## config.mk

```make
export PLATFORM = sky130hd
export DESIGN_NAME = regfile_write_scheduler
export DESIGN_NICKNAME = d
export VERILOG_FILES = /design/src/rtl/regfile_write_scheduler.sv
export SDC_FILE = /design/constraint.sdc
export NUM_CORES = 1
export LEC_CHECK = 0
export BUFFER_PORTS_ARGS = -buffer_cell sky130_fd_sc_hd__buf_2
export CAP_MARGIN = 40
export CORE_ASPECT_RATIO = 0.9
export CORE_UTILIZATION = 48
export CTS_BUF_LIST = sky130_fd_sc_hd__clkbuf_8
export DETAILED_ROUTE_END_ITERATION = 8
export GPL_TIMING_DRIVEN = 0
export PLACE_DENSITY = 0.86
export SYNTH_ARGS = -nofsm -noshare
export SYNTH_HDL_FRONTEND = slang
export SYNTH_SLANG_ARGS = --single-unit
```

## constraint.sdc

```tcl
create_clock -name clk -period 3.3 [get_ports clk]
set_clock_uncertainty 0.05 [all_clocks]
set_input_delay 0 -clock clk [delete_from_list [all_inputs] [get_ports clk]]
set_output_delay 0 -clock clk [all_outputs]
set_load 0.01 [all_outputs]
```

## src/rtl/regfile_write_scheduler.sv

```systemverilog
// Round-robin owner of the register bank write port.
// Sweeps the bank to zero after reset and on clear_req.
module regfile_write_scheduler #(
  parameter int NUM_WB_PORTS   = 3,
  parameter int DATA_WIDTH     = 32,
  parameter int DEPTH          = 64,
  parameter int ALLOW_WRITE_P0 = 0,
  localparam int ADDR_W = $clog2(DEPTH)
) (
  input  logic                           clk,
  input  logic                           rst,
  input  logic [NUM_WB_PORTS-1:0]        wb_valid,
  input  logic [NUM_WB_PORTS*ADDR_W-1:0] wb_addr,
  input  logic [NUM_WB_PORTS*DATA_WIDTH-1:0] wb_data,
  output logic [NUM_WB_PORTS-1:0]        wb_ack,
  input  logic                           clear_req,
  output logic                           init_done,
  output logic                           rf_commit,
  output logic [ADDR_W-1:0]              rf_write_addr,
  output logic [DATA_WIDTH-1:0]          rf_new_data
);

  localparam int PW = $clog2(NUM_WB_PORTS);

  typedef enum logic [1:0] {
    INIT,
    RUN,
    CLEAR
  } state_t;

  state_t              state;
  logic [ADDR_W-1:0]   cnt;
  logic [PW-1:0]       rr;
  logic [PW-1:0]       gidx;
  logic [PW-1:0]       pidx;
  logic [PW-1:0]       rr_next;
  logic                found;
  logic                do_grant;
  logic                keep;
  logic [ADDR_W-1:0]   g_addr;
  logic [DATA_WIDTH-1:0] g_data;
  int                  k;

  // First valid requester at or after rr, wrapping.
  always_comb begin
    found = 1'b0;
    gidx  = '0;
    pidx  = '0;
    k     = 0;
    for (int i = 0; i < NUM_WB_PORTS; i++) begin
      k = int'(rr) + i;
      if (k >= NUM_WB_PORTS) k = k - NUM_WB_PORTS;
      pidx = PW'(k);
      if (!found && wb_valid[pidx]) begin
        found = 1'b1;
        gidx  = pidx;
      end
    end
  end

  always_comb begin
    do_grant = (state == RUN) && !clear_req && found;
    wb_ack   = '0;
    if (do_grant) wb_ack[gidx] = 1'b1;
    g_addr  = wb_addr[int'(gidx)*ADDR_W +: ADDR_W];
    g_data  = wb_data[int'(gidx)*DATA_WIDTH +: DATA_WIDTH];
    rr_next = (gidx == PW'(NUM_WB_PORTS-1)) ? '0 : gidx + 1'b1;
    keep    = (ALLOW_WRITE_P0 != 0) || (g_addr != '0);
  end

  always_ff @(posedge clk or negedge rst) begin
    if (!rst) begin
      state         <= INIT;
      cnt           <= '0;
      rr            <= '0;
      rf_commit     <= 1'b0;
      rf_write_addr <= '0;
      rf_new_data   <= '0;
      init_done     <= 1'b0;
    end else begin
      case (state)
        INIT, CLEAR: begin
          rf_commit     <= 1'b1;
          rf_write_addr <= cnt;
          rf_new_data   <= '0;
          cnt           <= cnt + 1'b1;
          init_done     <= 1'b0;
          if (cnt == ADDR_W'(DEPTH-1)) state <= RUN;
        end
        RUN: begin
          if (clear_req) begin
            state     <= CLEAR;
            cnt       <= '0;
            init_done <= 1'b0;
            rf_commit <= 1'b0;
          end else begin
            init_done <= 1'b1;
            rf_commit <= do_grant && keep;
            if (do_grant) begin
              rf_write_addr <= g_addr;
              rf_new_data   <= g_data;
              rr            <= rr_next;
            end
          end
        end
        default: state <= INIT;
      endcase
    end
  end

endmodule
```

* Word-level counts from Yosys, hierarchy flattened *
Cells that the tools add are included.

storage, ports and cells
  word-level logic and storage cells = 85
  bits in registers = 50
  output and inout port bits = 43
  bits of input ports = 120

cells by class
  add/subtract/negate cells = 7
  $lt $le $gt $ge = 8
  multiply operators = 1
  mux-type cells = 34
  reduce and logical (&&, ||, !) cells = 17
  eq/ne operators = 8
  bitwise operators = 1
  shift operators = 2

operator list
  kind                 count
  $shiftx 96x8->32     1
  $mux 32              2
  $pmux 32 s2          1
  $pmux 6 s2           2
  $mux 2               9
  $mux 6               3
  $shiftx 18x6->6      1
  $lt 2x3->1 const B   4
  $mux 1               9
  $ne 2x2->1 const B   4
  $add 6x1->6 const B  1
  $bmux 1 s2           3
  $eq 6x6->1 const B   1
  $ge 3x2->1 const B   2
  $logic_and 1x1->1    6
  $reduce_and 3->1     2
  $reduce_bool 6->1    1
  $sub 2x2->2 const B  3
  $eq 2x2->1 const B   2
  $mul 2x2->4 const B  1
  $pmux 1 s2           2
  $pmux 2 s2           1
  $reduce_and 2->1     2
  $add 2x1->3 const B  1
  other kinds (12)     14

* Longest topological paths before layout *
Gate-level depths: netlist (run 1).

  word-level depth = 17
  mapped depth = 11
  depth with buffers taken out = 8

* Worst setup path before layout (run 1) *
Ideal clock, no wire load.

  path kind = flip-flop to flip-flop
  from = register rr[0]
  to = register rf_new_data[26]
  path buffers = 2
  data required time = 3124 ps
  slack = 817 ps
  data arrival time = 2307 ps
  cell stages (with the launch flop) = 11
  clock period less this slack = 2483 ps
  setup time = 126 ps
  path through = dfrtp_1 > inv_1 > ha_1 > buf_4 > mux2i_4 > o21ai_4 > o221a_4 > o211a_4 > buf_6 > a22o_1 > a221o_1

between the ends
  word-level cells in the longest chain between the ends = 15
  elaborated cells on any way between the ends = 34
  those cells by class = 5 x add/sub; 3 x order compare; 1 x eq/ne; 1 x shift; 18 x mux; 6 x reduce/logical

RTL lines
  element                                               RTL line  text
  start, declared                                       33        logic [PW-1:0] rr;
  start signal, assigned                                102       rr <= rr_next;
  branches (longest 15 deep; another with $add 2x1->3)  -
  end signal, assigned                                  101       rf_new_data <= g_data;
  end, declared                                         20        output logic [DATA_WIDTH-1:0] rf_new_data

Parallel ways; which one is timed is not known. The select of a mux whose other input is x is not followed.
A chain may end at the register's enable or synchronous reset.

* Worst setup path after layout (run 1) *
  from = register rr[0]
  to = register rf_new_data[13]

The elaborated chain is that of the path after synthesis.

==> results of run 1 <==
==> repair_timing <==
action                                 in CTS  in global routing
setup buffers                               0                  5
endpoints found under the hold margin      84                  0
hold buffers                               65                  0
resized for setup                           0                 11
setup endpoints to repair                   0                  8
==> per-layer routing <==
metal | up-vias | wire length, µm | GRT usage, %
met5 | - | 0 | 0
met4 | 0 | 683 | 16.2
met3 | 90 | 1660 | 8.84
met2 | 431 | 6410 | 62.9
met1 | 2041 | 4920 | 48.8
li1 | 1871 | - | -
==> kinds of logic (layout without fill, tap and decap cells) <==
logic type	count (synthesis)	count (layout)
compound gates	124	124
xor+xnor	4	4
fa+ha+maj	5	5
buf+inv	40	281
flops	50	50
mux	5	5
simple gates	133	133
==> power breakdown <==
part / switching, W / total (W) / internal (W)
clock network: 0.000219 / 0.000412 / 0.000193
registers: 0.000110 / 0.000827 / 0.000717
logic: 0.000989 / 0.00173 / 0.000738
total: 0.00132 / 0.00297 / 0.00165
==> sequential cells by signal (all words and copies together) (netlist names) <==
register       flops
rf_commit          1
rf_write_addr      6
rr                 2
cnt                6
state              2
init_done          1
rf_new_data       32
==> cells in the final DEF, fill, tap and decap left out, types with 4 or more instances in the layout <==
master	count
dlygate4sd3_1	65
buf_2	173
nor2_1	31
o21ai_0	11
o31ai_1	21
clkbuf_1	10
nand2_1	19
nand2b_1	5
o22ai_1	4
ha_1	5
a211oi_1	19
nand3_1	27
inv_1	8
a221o_1	13
buf_4	8
a21oi_1	6
a31oi_1	6
nor3_1	4
clkbuf_8	7
and3_1	34
a22o_1	13
a311o_1	4
dfrtp_1	50
==> final cells by class <==
| cell class | count | area [µm²] | area share (%) |
|---|---|---|---|
| plain buffers | 32 | 173 | 3.39 |
| clock buffers | 7 | 96.3 | 1.89 |
| clock inverters | 1 | 8.76 | 0.172 |
| inverters | 8 | 30.0 | 0.590 |
| multi-input cells | 271 | 1880 | 37.0 |
| flip-flops and latches | 50 | 1250 | 24.6 |
| well taps | 90 | 113 | 2.21 |
| repair buffers | 233 | 1530 | 30.1 |
==> worst max-delay path, cell delays in order, from the launching register on <==
cell           delay (ns)
dfrtp_1              0.41
buf_4                0.15
ha_1                 0.19
buf_4                0.19
mux2i_4              0.20
mux2_4               0.32
o221a_4              0.16
o211a_4              0.28
buf_6                0.15
a22o_1               0.17
dlygate4sd3_1        0.55
a221o_1              0.29
==> per-stage QoR <==
| stage | utilization, % | instances | hold WS (ns) | setup TNS [ns] | worst slack, ns |
|---|---|---|---|---|---|
| floorplan | - | 361 | -0.346 | 0 | 0.817 |
| finish | 77.2 | 692 | 0.00115 | 0 | 0.0501 |
| CTS | 75.8 | 687 | 0.0000913 | 0 | 0.0223 |
| detailed placement | 64.3 | 614 | -0.0965 | 0 | 0.489 |
| global placement | 64.0 | 613 | 0.182 | 0 | 0.578 |
| global route | 77.2 | 692 | 0.000691 | -0.0378 | -0.0194 |
==> worst max-delay path by stage <==
stage,start,end
3_3_place_gp,rr[0],rf_commit
3_5_place_dp,rr[0],rf_new_data[0]
6_report,rr[0],rf_new_data[13]
4_1_cts,rr[0],rf_new_data[13]
2_1_floorplan,rr[0],rf_new_data[26]
5_1_grt,rr[0],rf_new_data[31]
==> impl_metrics.json, run 1 <==
{
  "wl_mm": 13.7,
  "endpoint_kind": "register",
  "n_fill_cell": 408,
  "antenna_found_initial": 0,
  "ys_seq_elements": 50,
  "path_class": "reg2reg",
  "hold_start": "wb_data[21]",
  "die_area_um2": 7200,
  "synth_edf_count": 0,
  "syn_to_final_growth_pct": 54.4,
  "synth_seq_area_share_pct": 38.0,
  "synthMuxAreaShare_pct": 2.05,
  "clk_pin_slew_ns": 0.10,
  "ant_nets": 0,
  "drive_above_1_share_pct": 35.0,
  "syn_area_um2": 3290,
  "wl_per_cell_um": 19.8,
  "synth-simple-area-share_pct": 20.5,
  "first_pass_iters": 6,
  "drv_cap": 0,
  "synth_area_leader_cell": "dfrtp_1",
  "fp.dieH_um": 80.6,
  "async_flop_share_pct": 100,
  "slew_violations": 0,
  "start_kind": "register",
  "synthCells": 361,
  "fin_area_um2": 5090,
  "clk_latency_ns": 0.32,
  "synthTopCellsByCount": "dfrtp_1 (50), and3_1 (34), nor2_1 (31)",
  "dp_hpwl_mm": 8.08,
  "irDropWorstVdd_v": 0.000346,
  "clkSinkCount": 50,
  "die_w_um": 89.3,
  "fmax_mhz": 308,
  "min_to": "rf_new_data[21]",
  "synth_top_family_by_area": "compound AO/OA/AOI/OAI gates",
  "syn-num-nets": 486,
  "worst_pin_slew_ns": 0.559,
  "synth_cell_types": 56,
  "grt_pass1_wl_mm": 20.7,
  "finalHoldViolCount": 0,
  "drc": 0,
  "coreArea_um2": 6590,
  "status": "finished, final reports clean",
  "via_count": 4433,
  "reg2regPathDepth": 11,
  "initial_core_util_pct": 50.0,
  "drtIter0Drc": 532,
  "min_path_cells": 3,
  "nNetsFinal": 726,
  "cts_made_buffers": 5,
  "cp.arrival_ns": 3.40,
  "netlist.area_leader.share_pct": 38.0,
  "p_per_area_nw_per_um2": 583,
  "h-tree-depth": 2,
  "relSlewSlack_pct": 62.8,
  "synth-xor-area-share_pct": 1.06,
  "fin_crit_sh_pct": 98.5,
  "grt_max_degree": 34,
  "synth_most_common_cell": "dfrtp_1",
  "required_ns": 3.45,
  "n_antenna_cell": 0,
  "hold_class": "in2reg",
  "r2r_slack_ns": 0.05,
  "synth_flop_cell": "dfrtp_1",
  "worstPathMaxFanout": 10,
  "power_leakage_nw": 2.58,
  "synth-compound-area-share_pct": 30.5,
  "cts_tree": "built",
  "synth.avg_cell_area_um2": 9.12,
  "setup_viol": 0,
  "gr-usage-all-layers_pct": 38.6,
  "ios": 163,
  "root_buffer": "clkbuf_8",
  "placed_cell_area_um2": 4240,
  "ys_warn_count": 0,
  "min_period_ns": 3.25,
  "power.total_w": 0.00297,
  "viasPerCell": 6.41,
  "r2r-start": "rr[0]",
  "synth_area_leaders": "dfrtp_1 (38%), and3_1 (6.5%), o31ai_1 (4.8%)",
  "reg2reg_to": "rf_new_data[13]",
  "grt_overflow_total": 0,
  "grt_pass1_vias": 4139,
  "synth-adder-area-share_pct": 1.90,
  "place_congestion": 0.950,
  "cts_buffer_depth": 2,
  "core.rowCount": 28,
  "port_buffers": 162
}
(Power assumes the default switching activity.)
==> inputs of run 2 (changes only) <==
Settings changed: RECOVER_POWER set to 100.
==> run 2 against run 1 <==
  * The run now ends with capacitance limit, slew limit left
  * First-iteration DRC count rose by 3.0%
  * Clock power about the same
  * Non-clock buffer count did not move
  * Register-to-register slack lost 0.02 ns
==> impl_metrics.json, run 2 (same netlist as run 1, synthesis figures left out) <==
{
  "n_antenna_cell": 0,
  "power_leakage_nw": 2.38,
  "wl_mm": 13.7,
  "endpoint_kind": "register",
  "cts_buffer_depth": 2,
  "die_w_um": 89.3,
  "largest_reg_flops": 32,
  "fp.dieH_um": 80.6,
  "antenna_found_initial": 0,
  "top_register": "rf_new_data",
  "power.total_w": 0.00293,
  "fin_crit_sh_pct": 99.0,
  "violations": "capacitance limit, slew limit",
  "viasPerCell": 6.34,
  "n_fill_cell": 436,
  "min_period_ns": 3.27,
  "initial_core_util_pct": 50.0,
  "hold_class": "in2reg",
  "path_cells": "inv_1 > ha_1 > buf_6 > mux2i_4 > o21ai_4 > o221ai_1 > buf_4 > nand2_2 > nor3_2 > a221o_1 > dlygate4sd3_1",
  "relSlewSlack_pct": -21.7,
  "p_per_area_nw_per_um2": 587,
  "ios": 163,
  "nNetsFinal": 726,
  "h-tree-depth": 2,
  "drv_cap": 1,
  "drtIter0Drc": 548,
  "drc": 0,
  "clkSinkCount": 50,
  "setup_slack_ns": 0.0341,
  "syn_to_final_growth_pct": 51.6,
  "placed_cells": 614,
  "slew_violations": 34,
  "crit_family": "buffers and inverters",
  "die_area_um2": 7200,
  "start_kind": "register",
  "critPathBufInv": 4,
  "place_ws_ns": 0.489,
  "dp_hpwl_mm": 8.08,
  "finalHoldViolCount": 0,
  "clk_pin_slew_ns": 0.10,
  "gr-usage-all-layers_pct": 38.6,
  "irDropWorstVdd_v": 0.000347,
  "place_congestion": 0.950,
  "fin_area_um2": 4990,
  "placed_cell_area_um2": 4240,
  "required_ns": 3.50,
  "core.rowCount": 28,
  "ant_nets": 0,
  "cts_tree": "built",
  "final_cell_mix": "buf_2 (129), dlygate4sd3_1 (65), clkbuf_1 (57)",
  "wl_per_cell_um": 19.8,
  "setup_viol": 0,
  "slowest_stage": "dlygate4sd3_1",
  "grt_overflow_total": 0,
  "via_count": 4384,
  "cts_made_buffers": 5,
  "cp.arrival_ns": 3.47,
  "fmax_mhz": 306,
  "worst_pin_slew_ns": 1.83,
  "status": "finished, violations left",
  "first_pass_iters": 6,
  "layout_commonest_cell": "buf_2",
  "root_buffer": "clkbuf_8",
  "drive_above_1_share_pct": 27.6,
  "path_class": "reg2reg",
  "largestRegisters": "rf_new_data (32), cnt (6), rf_write_addr (6)",
  "port_buffers": 162,
  "slowest_delay_ns": 0.58,
  "fin_cells": 692,
  "coreArea_um2": 6590,
  "grt_max_degree": 34,
  "grt_pass1_vias": 4139,
  "worstPathMaxFanout": 10,
  "grt_pass1_wl_mm": 20.7,
  "clk_latency_ns": 0.32
}
run 2: worst reg2reg max path, cell delays in order (launching register included):
cell	delay [ns]
dfrtp_1	0.39
inv_1	0.09
ha_1	0.29
buf_6	0.14
mux2i_4	0.29
o21ai_4	0.14
o221ai_1	0.28
buf_4	0.24
nand2_2	0.11
nor3_2	0.40
a221o_1	0.22
dlygate4sd3_1	0.58
run 2: repair_timing:
item                                    4_1_cts  5_1_grt
setup buffers                                 0        5
hold endpoints to repair                     84        0
resized for setup                             0       11
endpoints found under the setup margin        0        8
hold buffers                                 65        0
run 2: cell type report:
| cell class | count | area [µm²] | share of cell area, % |
|---|---|---|---|
| clock buffer | 7 | 96.3 | 1.93 |
| clock inverter | 1 | 8.76 | 0.175 |
| sequential | 50 | 1250 | 25.1 |
| timing repair buffer | 233 | 1450 | 29.0 |
| buffer | 32 | 171 | 3.43 |
| inverter | 8 | 30.0 | 0.601 |
| multi-input combinational | 271 | 1880 | 37.6 |
| tap | 90 | 113 | 2.26 |
run 2: final timing paths:
check                            startpoint               to  slack [ns]  depth (start not counted)
worst max-delay path                  rr[0]  rf_new_data[20]        0.03                         11
worst min register to register    init_done        init_done        0.43                          1
worst max register to register        rr[0]  rf_new_data[20]        0.03                         11
max in group asynchronous               rst            rr[1]        0.71                          3
worst min-delay path            wb_data[21]  rf_new_data[21]      0.0005                          3
min in group asynchronous               rst  rf_new_data[15]        0.29                          2
run 2: metrics by stage:
| step | hold WS, ns | setup TNS [ns] | utilization, % |
|---|---|---|---|
| floorplan | -0.346 | 0 | - |
| global placement | 0.182 | 0 | 64.0 |
| detailed placement | -0.0965 | 0 | 64.3 |
| CTS | 0.0000913 | 0 | 75.8 |
| global route | 0.000691 | -0.0727 | 75.8 |
| finish | 0.000527 | 0 | 75.8 |
run 2: where the power goes:
group	internal (W)	switching [W]	total, W
Combinational	0.000705	0.000986	0.00169
Sequential	0.000717	0.000113	0.000830
Clock	0.000193	0.000218	0.000411
run 2: layer usage:
| metal | GRT usage (%) | routed length [µm] | vias up |
|---|---|---|---|
| li1 | - | - | 1871 |
| met1 | 48.8 | 5120 | 2071 |
| met2 | 62.9 | 6500 | 378 |
| met3 | 8.84 | 1520 | 64 |
| met4 | 16.2 | 536 | 0 |
| met5 | 0 | 0 | - |
==> inputs of run 3 (changes only) <==
Settings changed: ABC_AREA set to 1, CORE_UTILIZATION 48 to 30, PLACE_DENSITY 0.86 to 0.6.
==> run 3 against run 2 <==
  * The flow still finishes with violations (capacitance limit, slew limit)
  * Sequential share of layout area rose by 0.83 points
  * Clock power barely moved
  * Highest routed layer unchanged
  * Area after synthesis fell by 3.4%
==> impl_metrics.json, run 3 <==
{
  "grt_max_degree": 32,
  "rsz0062_at_grt": "no",
  "fin_area_um2": 4830,
  "required_ns": 3.51,
  "synthCells": 409,
  "min_to": "rf_new_data[30]",
  "nNetsFinal": 767,
  "via_count": 3852,
  "irDropWorstVdd_v": 0.000323,
  "synth_most_common_cell": "nand2_1",
  "drc": 0,
  "synth_area_leaders": "dfrtp_1 (39%), nand2_1 (15%), nand3_1 (12%)",
  "placed_cell_area_um2": 4180,
  "dp_hpwl_mm": 8.06,
  "wl_per_cell_um": 14.1,
  "largest_reg_flops": 32,
  "reg2reg_to": "rf_new_data[14]",
  "synth_flop_cell": "dfrtp_1",
  "drv_cap": 1,
  "h-tree-depth": 2,
  "hold_start": "wb_data[62]",
  "r2r-start": "rr[0]",
  "power_leakage_nw": 2.47,
  "viasPerCell": 4.99,
  "ys_warn_count": 0,
  "root_buffer": "clkbuf_8",
  "endpoint_kind": "register",
  "clk_pin_slew_ns": 0.10,
  "n_antenna_cell": 0,
  "fmax_mhz": 327,
  "ys_seq_elements": 50,
  "r2r_slack_ns": 0.24,
  "worst_pin_slew_ns": 1.68,
  "grt_pass1_wl_mm": 17.7,
  "layout_commonest_cell": "buf_2",
  "relSlewSlack_pct": -12.2,
  "drtIter0Drc": 136,
  "worstPathMaxFanout": 10,
  "coreArea_um2": 10300,
  "synth_edf_count": 0,
  "cts_buffer_depth": 2,
  "syn_to_final_growth_pct": 51.9,
  "synthTopCellsByCount": "nand2_1 (124), nand3_1 (78), dfrtp_1 (50)",
  "final_cell_mix": "buf_2 (127), nand2_1 (124), nand3_1 (78)",
  "syn-num-nets": 534,
  "antenna_found_initial": 0,
  "fin_crit_sh_pct": 92.7,
  "clk_latency_ns": 0.31,
  "finalHoldViolCount": 0,
  "finalSetupTns_ns": 0,
  "cp.arrival_ns": 3.26,
  "initial_core_util_pct": 30.9,
  "grt_overflow_total": 0,
  "min_path_cells": 4,
  "synth.avg_cell_area_um2": 7.78,
  "die_area_um2": 11000,
  "port_buffers": 162,
  "drive_above_1_share_pct": 28.0,
  "hold_class": "in2reg",
  "largestRegisters": "rf_new_data (32), cnt (6), rf_write_addr (6)",
  "slew_violations": 32,
  "async_flop_share_pct": 100,
  "reg2regPathDepth": 17,
  "die_w_um": 111,
  "status": "finished, violations left",
  "start_kind": "register",
  "wl_mm": 10.9,
  "p_per_area_nw_per_um2": 890,
  "setup_viol": 0,
  "first_pass_iters": 5,
  "syn_area_um2": 3180,
  "utilization_pct": 47.0,
  "ant_nets": 0,
  "path_class": "reg2reg",
  "gr-usage-all-layers_pct": 20.0,
  "place_congestion": 0.827,
  "top_register": "rf_new_data",
  "ios": 163,
  "synth_cell_types": 38,
  "clkSinkCount": 50,
  "cts_tree": "built",
  "core.rowCount": 35,
  "cts_made_buffers": 5,
  "grt_pass1_vias": 3726,
  "synth_area_leader_cell": "dfrtp_1",
  "netlist.area_leader.share_pct": 39.3,
  "synth_seq_area_share_pct": 39.3,
  "violations": "capacitance limit, slew limit",
  "min_period_ns": 3.06,
  "fp.dieH_um": 99.7
}
run 3: changes by cell type after synthesis, moves of 10 or more:
| cell | previous run | this run |
|---|---|---|
| a221o_1 | 13 | 0 |
| nand2_1 | 19 | 124 |
| nor2_1 | 31 | 19 |
| nand4_1 | 2 | 16 |
| o31ai_1 | 21 | 0 |
| and3_1 | 34 | 0 |
| a211oi_1 | 19 | 2 |
| nand3_1 | 27 | 78 |
| a22o_1 | 13 | 3 |
run 3: per-stage QoR:
stage	worst slack, ns	instances	hold WS, ns	total power, W
after floorplan	1.11	409	-0.346	0.00285
final	0.242	772	0.00402	0.00430
after detailed placement	0.707	701	0.0700	0.00361
after global placement	0.753	700	0.161	0.00356
after CTS	0.169	772	0.00149	0.00434
after global routing	0.00720	772	0.0455	0.00471
run 3: cells by family (layout without fill, tap and decap cells):
logic type | after synthesis | in the layout | synth area share, %
buf+inv | 44 | 278 | 7.24
simple gates | 265 | 265 | 41.2
flops | 50 | 50 | 39.3
fa+ha+maj | 5 | 5 | 1.97
compound gates | 45 | 45 | 10.3
run 3: worst max-delay path by stage:
stage	start	endpoint
after global placement	rr[0]	rf_new_data[14]
after CTS	rr[0]	rf_new_data[14]
final	rr[0]	rf_new_data[14]
after global routing	rr[0]	rf_new_data[26]
after floorplan	rr[0]	rf_new_data[19]
after detailed placement	rr[0]	rf_new_data[14]
run 3: worst max-delay path, stage by stage, from the launching register on:
cell	delay (ns)
dfrtp_1	0.39
inv_1	0.08
ha_1	0.40
inv_4	0.14
nand2_1	0.06
nand3_1	0.06
nand2_1	0.12
nand3_1	0.12
nand2_1	0.09
nor2_4	0.23
nand2_2	0.11
inv_4	0.14
clkbuf_4	0.24
nand2_1	0.07
nand3_1	0.06
dlygate4sd3_1	0.54
nand2_1	0.05
nand2_1	0.05
run 3: per-layer routing:
layer  GRT usage (%)  up-vias  part of all wire, %
li1                -     1857                    -
met1            25.6     1816                   44
met2            34.8      165                   49
met3            3.11       14                  6.1
met4            5.64        0                  1.1
met5               0        -                    0
run 3: where the power goes:
group / switching [W] / leakage (nW) / internal (W)
Combinational: 0.00177 / 1.75 / 0.00123
Sequential: 0.000119 / 0.658 / 0.000772
Clock: 0.000217 / 0.0544 / 0.000193
run 3: area by class of cell:
class                      instances  area, µm²
fill                            1023       5460
multi-input combinational        315       1690
timing repair buffer             226       1390
sequential                        50       1250
tap                              129        161
buffer                            21        143
clock buffer                       7       96.3
inverter                          23       91.3
clock inverter                     1       8.76
run 3: repair_timing:
item,CTS,global route
resized for setup,0,2
hold buffers,63,0
setup buffers,0,0
setup endpoints to repair,0,16
hold endpoints to repair,64,0
